===== src/rtl/bcd_step_counter.sv =====
// Multi-digit BCD up/down counter stepped by rising edges of a synchronised slow level.
// Optional multiplexed seven-segment drive is built when BCD_STEP_COUNTER_SEVSEG_EN is defined.
module bcd_step_counter #(
    parameter int DIGITS   = 4,
    parameter int SCAN_DIV = 100000
) (
    input  logic                  clk,
    input  logic                  rst_n,
    input  logic                  step_in,
    input  logic                  start,
    input  logic                  stop,
    input  logic                  clear,
    input  logic                  dir,
    output logic [4*DIGITS-1:0]   bcd,
    output logic                  running,
    output logic                  wrap,
    output logic [6:0]            seg,
    output logic [DIGITS-1:0]     an
);

    typedef enum logic [1:0] {
        ST_IDLE  = 2'd0,
        ST_RUN   = 2'd1,
        ST_PAUSE = 2'd2
    } state_t;

    if (DIGITS < 1 || DIGITS > 8 || SCAN_DIV < 1) begin : g_bad_params
        $error("bcd_step_counter: DIGITS must be 1..8 and SCAN_DIV at least 1");
    end

    logic                s1_q, s2_q, s3_q;
    logic                step_pulse;
    state_t              state_q, state_d;
    logic                running_q, running_d;
    logic                wrap_q, wrap_d;
    logic [4*DIGITS-1:0] bcd_q, bcd_d;
    logic [4*DIGITS-1:0] stepped;
    logic                step_carry;
    logic                count_en;

    // s3 holds the previous synchronised level so only rising edges produce a pulse
    always_ff @(posedge clk or negedge rst_n) begin
        if (!rst_n) begin
            s1_q <= 1'b0;
            s2_q <= 1'b0;
            s3_q <= 1'b0;
        end else begin
            s1_q <= step_in;
            s2_q <= s1_q;
            s3_q <= s2_q;
        end
    end

    assign step_pulse = s2_q & ~s3_q;

    always_comb begin
        state_d = state_q;
        if (clear) begin
            state_d = ST_IDLE;
        end else if (stop) begin
            if (state_q == ST_RUN) begin
                state_d = ST_PAUSE;
            end
        end else if (start && state_q != ST_RUN) begin
            state_d = ST_RUN;
        end
        running_d = (state_d == ST_RUN);
    end

    assign count_en = (state_q == ST_RUN) && step_pulse && !clear && !stop;

    // Carry/borrow ripples from digit 0 upward; a carry out of the top digit is a wrap
    always_comb begin
        logic       carry;
        logic [3:0] digit;
        carry   = 1'b1;
        digit   = 4'd0;
        stepped = bcd_q;
        for (int i = 0; i < DIGITS; i++) begin
            digit = bcd_q[4*i +: 4];
            if (carry) begin
                if (dir) begin
                    if (digit == 4'd9) begin
                        stepped[4*i +: 4] = 4'd0;
                    end else begin
                        stepped[4*i +: 4] = digit + 4'd1;
                        carry             = 1'b0;
                    end
                end else begin
                    if (digit == 4'd0) begin
                        stepped[4*i +: 4] = 4'd9;
                    end else begin
                        stepped[4*i +: 4] = digit - 4'd1;
                        carry             = 1'b0;
                    end
                end
            end
        end
        step_carry = carry;
    end

    always_comb begin
        bcd_d  = bcd_q;
        wrap_d = 1'b0;
        if (clear) begin
            bcd_d = '0;
        end else if (count_en) begin
            bcd_d  = stepped;
            wrap_d = step_carry;
        end
    end

    always_ff @(posedge clk or negedge rst_n) begin
        if (!rst_n) begin
            state_q   <= ST_IDLE;
            running_q <= 1'b0;
            wrap_q    <= 1'b0;
            bcd_q     <= '0;
        end else begin
            state_q   <= state_d;
            running_q <= running_d;
            wrap_q    <= wrap_d;
            bcd_q     <= bcd_d;
        end
    end

    assign bcd     = bcd_q;
    assign running = running_q;
    assign wrap    = wrap_q;

`ifdef BCD_STEP_COUNTER_SEVSEG_EN
    localparam int SCAN_W = (SCAN_DIV > 1) ? $clog2(SCAN_DIV) : 1;
    localparam int IDX_W  = (DIGITS > 1) ? $clog2(DIGITS) : 1;

    logic [SCAN_W-1:0] scan_q, scan_d;
    logic [IDX_W-1:0]  idx_q, idx_d;
    logic [6:0]        seg_q, seg_d;
    logic [DIGITS-1:0] an_q, an_d;
    logic [3:0]        shown;

    // seg and an are both derived from the next index so they change on the same edge
    always_comb begin
        scan_d = scan_q + 1'b1;
        idx_d  = idx_q;
        if (scan_q == SCAN_W'(SCAN_DIV - 1)) begin
            scan_d = '0;
            if (idx_q == IDX_W'(DIGITS - 1)) begin
                idx_d = '0;
            end else begin
                idx_d = idx_q + 1'b1;
            end
        end
        an_d        = '1;
        an_d[idx_d] = 1'b0;
        shown       = bcd_q[4*idx_d +: 4];
        case (shown)
            4'd0:    seg_d = 7'h40;
            4'd1:    seg_d = 7'h79;
            4'd2:    seg_d = 7'h24;
            4'd3:    seg_d = 7'h30;
            4'd4:    seg_d = 7'h19;
            4'd5:    seg_d = 7'h12;
            4'd6:    seg_d = 7'h02;
            4'd7:    seg_d = 7'h78;
            4'd8:    seg_d = 7'h00;
            4'd9:    seg_d = 7'h10;
            default: seg_d = 7'h7F;
        endcase
    end

    always_ff @(posedge clk or negedge rst_n) begin
        if (!rst_n) begin
            scan_q <= '0;
            idx_q  <= '0;
            seg_q  <= 7'h7F;
            an_q   <= '1;
        end else begin
            scan_q <= scan_d;
            idx_q  <= idx_d;
            seg_q  <= seg_d;
            an_q   <= an_d;
        end
    end

    assign seg = seg_q;
    assign an  = an_q;
`else
    assign seg = 7'h7F;
    assign an  = '1;
`endif

endmodule


===== config.mk =====
export PLATFORM = sky130hd
export DESIGN_NAME = bcd_step_counter
export DESIGN_NICKNAME = d
export VERILOG_FILES = /design/src/rtl/bcd_step_counter.sv
export SDC_FILE = /design/constraint.sdc
export NUM_CORES = 1
export LEC_CHECK = 0
export ABC_AREA = 1
export BUFFER_PORTS_ARGS = -buffer_cell sky130_fd_sc_hd__buf_2
export CORE_ASPECT_RATIO = 1.4
export CORE_MARGIN = 4
export CORE_UTILIZATION = 45
export CTS_CLUSTER_DIAMETER = 150
export DETAILED_ROUTE_END_ITERATION = 7
export PLACE_DENSITY = 0.69
export RECOVER_POWER = 100
export SLEW_MARGIN = 40
export SYNTH_ARGS = -nofsm -noshare
export SYNTH_HDL_FRONTEND = slang
export SYNTH_SLANG_ARGS = --single-unit

===== constraint.sdc =====
create_clock -name clk -period 2.85 [get_ports clk]
set_clock_uncertainty 0.1 [all_clocks]
set_input_delay 0.57 -clock clk [delete_from_list [all_inputs] [get_ports clk]]
set_output_delay 0.57 -clock clk [all_outputs]
set_load 0.02 [all_outputs]

* Yosys cells after proc, flatten, opt, wreduce, memory -nomap -nowiden
Index checks and enable logic that the tools add are counted.
W data, S select, Z words.
** Word-level totals
- Register bits after elaboration :: 23
- Bits of input ports :: 7
** Cells by class
- $add $sub $neg :: 8
- Equality and inequality tests :: 7
- Multiplexer cells :: 38
- Bitwise operators :: 2
- Reduce and logical (&&, ||, !) cells :: 17
** Operators by type and width (number)
- $mux W4 :: 15
- $mux W16 :: 2
- $mux W1 :: 17
- $add A4 B1 Y4 const B :: 4
- $eq A4 B4 Y1 const B :: 4
- $logic_not A4 Y1 :: 4
- $sub A4 B1 Y4 const B :: 4
- $mux W2 :: 4
- $reduce_bool A2 Y1 :: 4
- $reduce_and A2 Y1 :: 3
- $eq A2 B1 Y1 const B :: 2
- $logic_and A1 B1 Y1 :: 4
- $logic_not A1 Y1 :: 2
- $ne A2 B1 Y1 const B :: 1
- $and A1 B1 Y1 :: 1
- $not A1 Y1 :: 1

* Logic depth before layout (Yosys ltp)
- Word-level depth :: 8
- Mapped depth :: 11

* Least setup slack after synthesis
OpenSTA, ideal clock, no wires.
- Path kind :: register to register
- Start point :: register bcd_q[4], in the netlist bcd[4]
- End point :: register bcd_q[14], in the netlist bcd[14]
- Library setup time :: 0.118 ns
- Data arrival time :: 1.501 ns
- Setup slack :: 1.131 ns
- Stages on the path, launching flop included :: 12
- Cells stage by stage :: dfrtp_1 > inv_1 > ha_1 > inv_1 > nor2_2 > nand2_1 > nand2_4 > nand2_4 > nor2_4 > nand2_2 > nand3_1 > nand2_1
** Between the ends
- Word-level cells in the longest chain between the ends :: 7
** RTL lines
- from (decl) :: line 36 : logic [4*DIGITS-1:0] bcd_q, bcd_d;
- from (signal assigned) :: line 118 : bcd_q <= '0;
- from (signal assigned) :: line 123 : bcd_q <= bcd_d;
- $eq A4 B4 Y1 / $logic_not A4 Y1 (equally long branches) :: line 83, 90
- $mux W1 (on tied branches) :: line 83, 90
- $mux W1 * :: line 82 : if (dir) begin
- $mux W1 * (2 in a row) :: line 81 : if (carry) begin
- $reduce_bool A2 Y1 (no line) *
- $reduce_and A2 Y1 (no line) *
Every way passes the cells marked *; elsewhere a longest branch is shown, timed or not.
A chain may end at the register's enable or synchronous reset.

* Final worst setup path
- Start point :: register bcd_q[4], in the netlist bcd[4]
- End point :: register bcd_q[10], in the netlist bcd[10]
** Between the ends
- Word-level cells in the longest chain between the ends :: 6
** RTL lines (line)
- $eq A4 B4 Y1 / $logic_not A4 Y1 (equally long branches) :: 83, 90
- $mux W1 (on tied branches) :: 83, 90
- $mux W1 * :: 82
- $mux W1 * :: 81
- $reduce_bool A2 Y1 (no line) *
- $reduce_and A2 Y1 (no line) *
Marked as above.

==> impl_results.md <==
- Number of synthesized flops with an enable pin: 0
- Mean Syn Cell Area: 7.11 sq um
- Drt drc: 0
- Final slew viol count: 0
- Worst-case clock buffer depth: 2
- GRT Overall Usage: 0.159
- DR vias: 1614
- Unrepaired setup endpoints after global routing: no
- Crit path launch type: flop
- Sequential-to-total area share from yosys stat: 0.313
- Worst slew margin: 0.152
- Post-DP HPWL: 3010 um
- Post-layout min period: 2070 ps
- Antenna viol nets, final: 0
- Avg WL per Cell: 11.9 um
- FILL cells: 438
- Lkg Pwr: 1.03 nW
- Vias in the first global route: 1504
- Initial antenna violation count: 0
- Final worst path period share: 0.725
- CTS Hold Bufs: 0
- Top cells by area, synth: dfrtp_1 (31%), nand2_1 (13%), ha_1 (7.5%)
- Share of layout cells above drive strength 1: 0.0750
- Clock sinks: 23
- Crit path DAT: 2140 ps
- Site Rows: 27
- Post_cts resized: 0
- Count of cell types in the netlist: 30
- Final Power: 0.723 mW
- Clock-pin transition on the worst setup and hold timing paths: 90 ps
- First drt pass iteration count: 4
- Ports: 36
- CP max FO: 6
- Final Setup Violations: 0
- P per Cell Area: 379 nW/um^2
- CTS HTree Levels: 1
- Pin count of the biggest net entering global routing: 24
- Ys Warns: 0
- Final Hold Fails: 0
- Die Area: 5190 sq um
- Insertion delay to the later sink of the worst-skew pair: 260 ps
- Root Driver: clkbuf_8
- Die Height: 83.7 um
- Hold Crit Class: flop to flop
- Vias per inst: 5.00
- Footprint of the multi-input gates: 1010 sq um
- Starting Density: 0.466
- CTS tree: done
- Worst-margin pin slew: 1270 ps
- Syn Inst Count: 259
- Num CTS Buffers: 3
- CP Data Required Time: 2920 ps
- Area of the mapped netlist: 1840 sq um
- Critical path capture point type: flop
- FF+latch count, synth: 23
- Placer Congestion: 0.855
- Status: completed
- Nets@finish: 299
- Setup TNS: 0 ps
- Post-CTS setup buffer count: 0
- First-pass GRT wire length: 6440 um
- Gr ovfl total: 0
- Routed WL: 3840 um
- DR iter-0 viols: 46
- Die Wd: 62.1 um
- Critical path class: flop to flop
- CORE AREA: 3950 sq um
- Area Overhead vs Synth: 3.67%
- Register Area: 576 sq um
- Ys async rst share: 1.00
- Largest area contributor in the netlist: dfrtp_1
- Yosys top cell area share: 0.313
- Fmax: 484 MHz
- Port Buf Inserts: 24
- Diode count: 0
- Peak VDD IR: 325 uV
- Max-capacitance violation count: 0
- Synth Flop Type: dfrtp_1
[cells by family after synthesis]
| kind of cell | after synthesis | synth area share |
|---|---|---|
| xor+xnor | 5 | 0.0238 |
| flops | 23 | 0.312 |
| fa+ha+maj | 11 | 0.0747 |
| compound gates | 29 | 0.0890 |
| buf+inv | 51 | 0.137 |
| simple gates | 139 | 0.361 |
| other cells | 1 | 0.00204 |
[report_power, final]
part	switching, mW	internal (mW)
combinational	0.115	0.0465
clock	0.103	0.0996
sequential	0.0204	0.338
total	0.239	0.484
[state kept, by name, summed over array words and instances, names as in the netlist]
name	cells
s2_q	1
state_q	2
running	1
wrap	1
s1_q	1
s3_q	1
bcd	16
[critical path, cell delays in order, from the launching register on]
cell and delay (ps):
dfrtp_1 450, inv_1 150, ha_1 210, inv_1 50, nor2_1 150, nand2_1 110
nand2_1 180, nand2_4 70, nor2_1 260, nand3_1 130, o21ai_0 110
[routing by layer]
| metal | global-route usage | routed length [um] | vias to the layer above |
|---|---|---|---|
| met4 | 0.0444 | 51 | 0 |
| met3 | 0.0186 | 117 | 4 |
| li1 | - | - | 839 |
| met2 | 0.279 | 2010 | 19 |
| met5 | 0 | 0 | - |
| met1 | 0.193 | 1660 | 752 |
[layout make-up]
type                    instances  share of cell area
multi-input cells             195               0.531
flip-flops and latches         23               0.301
inverters                      34              0.0668
well taps                      43              0.0282
clock buffers                   4              0.0236
repair buffers                 24              0.0491
[synth_stat cells (all sizes together) (2+ instances only)]
| library cell | instances |
|---|---|
| nand2 | 70 |
| inv | 33 |
| nor2 | 32 |
| nand3 | 28 |
| dfrtp | 23 |
| o21ai | 20 |
| buf | 17 |
| ha | 11 |
| nand4 | 6 |
| a21oi | 4 |
| nor3 | 3 |
| o211ai | 3 |
| xor2 | 3 |
| xnor2 | 2 |
[metrics by stage]
stage               area, sq um  setup slack [ps]   util  hold slack [ps]  instances
finish                     1910               784  0.483              252        323
CTS                        1970               969  0.500              192        323
detailed placement         1930               878  0.488              236        319
global placement           1930               894  0.488              233        319
floorplan                  1880              1130      -              174        269
global route               1910               551  0.483              271        323
[final timing paths]
| check | from | end | slack, ps | depth (start not counted) |
|---|---|---|---|---|
| worst max-delay path | bcd[4] | bcd[10] | 780 | 10 |
| worst min-delay path | s1_q | s2_q | 250 | 0 |
| worst max register to register | bcd[4] | bcd[10] | 780 | 10 |
| worst min register to register | s1_q | s2_q | 250 | 0 |
| max in group asynchronous | rst_n | bcd[7] | 1440 | 1 |
| min in group asynchronous | rst_n | bcd[4] | 460 | 1 |
[placed cells by master (no fill, tap or decap), drive strengths merged]
cell,count
conb,11
nand2,70
ha,11
buf,3
a21boi,1
nand4,6
clkbuf,25
xor2,3
dfrtp,23
clkinv,1
xnor2,2
nor2,32
o21ai,20
o211ai,3
nor3,3
inv,33
o22ai,1
nand3,28
a21oi,4
Power figures use the tool's default switching activity.
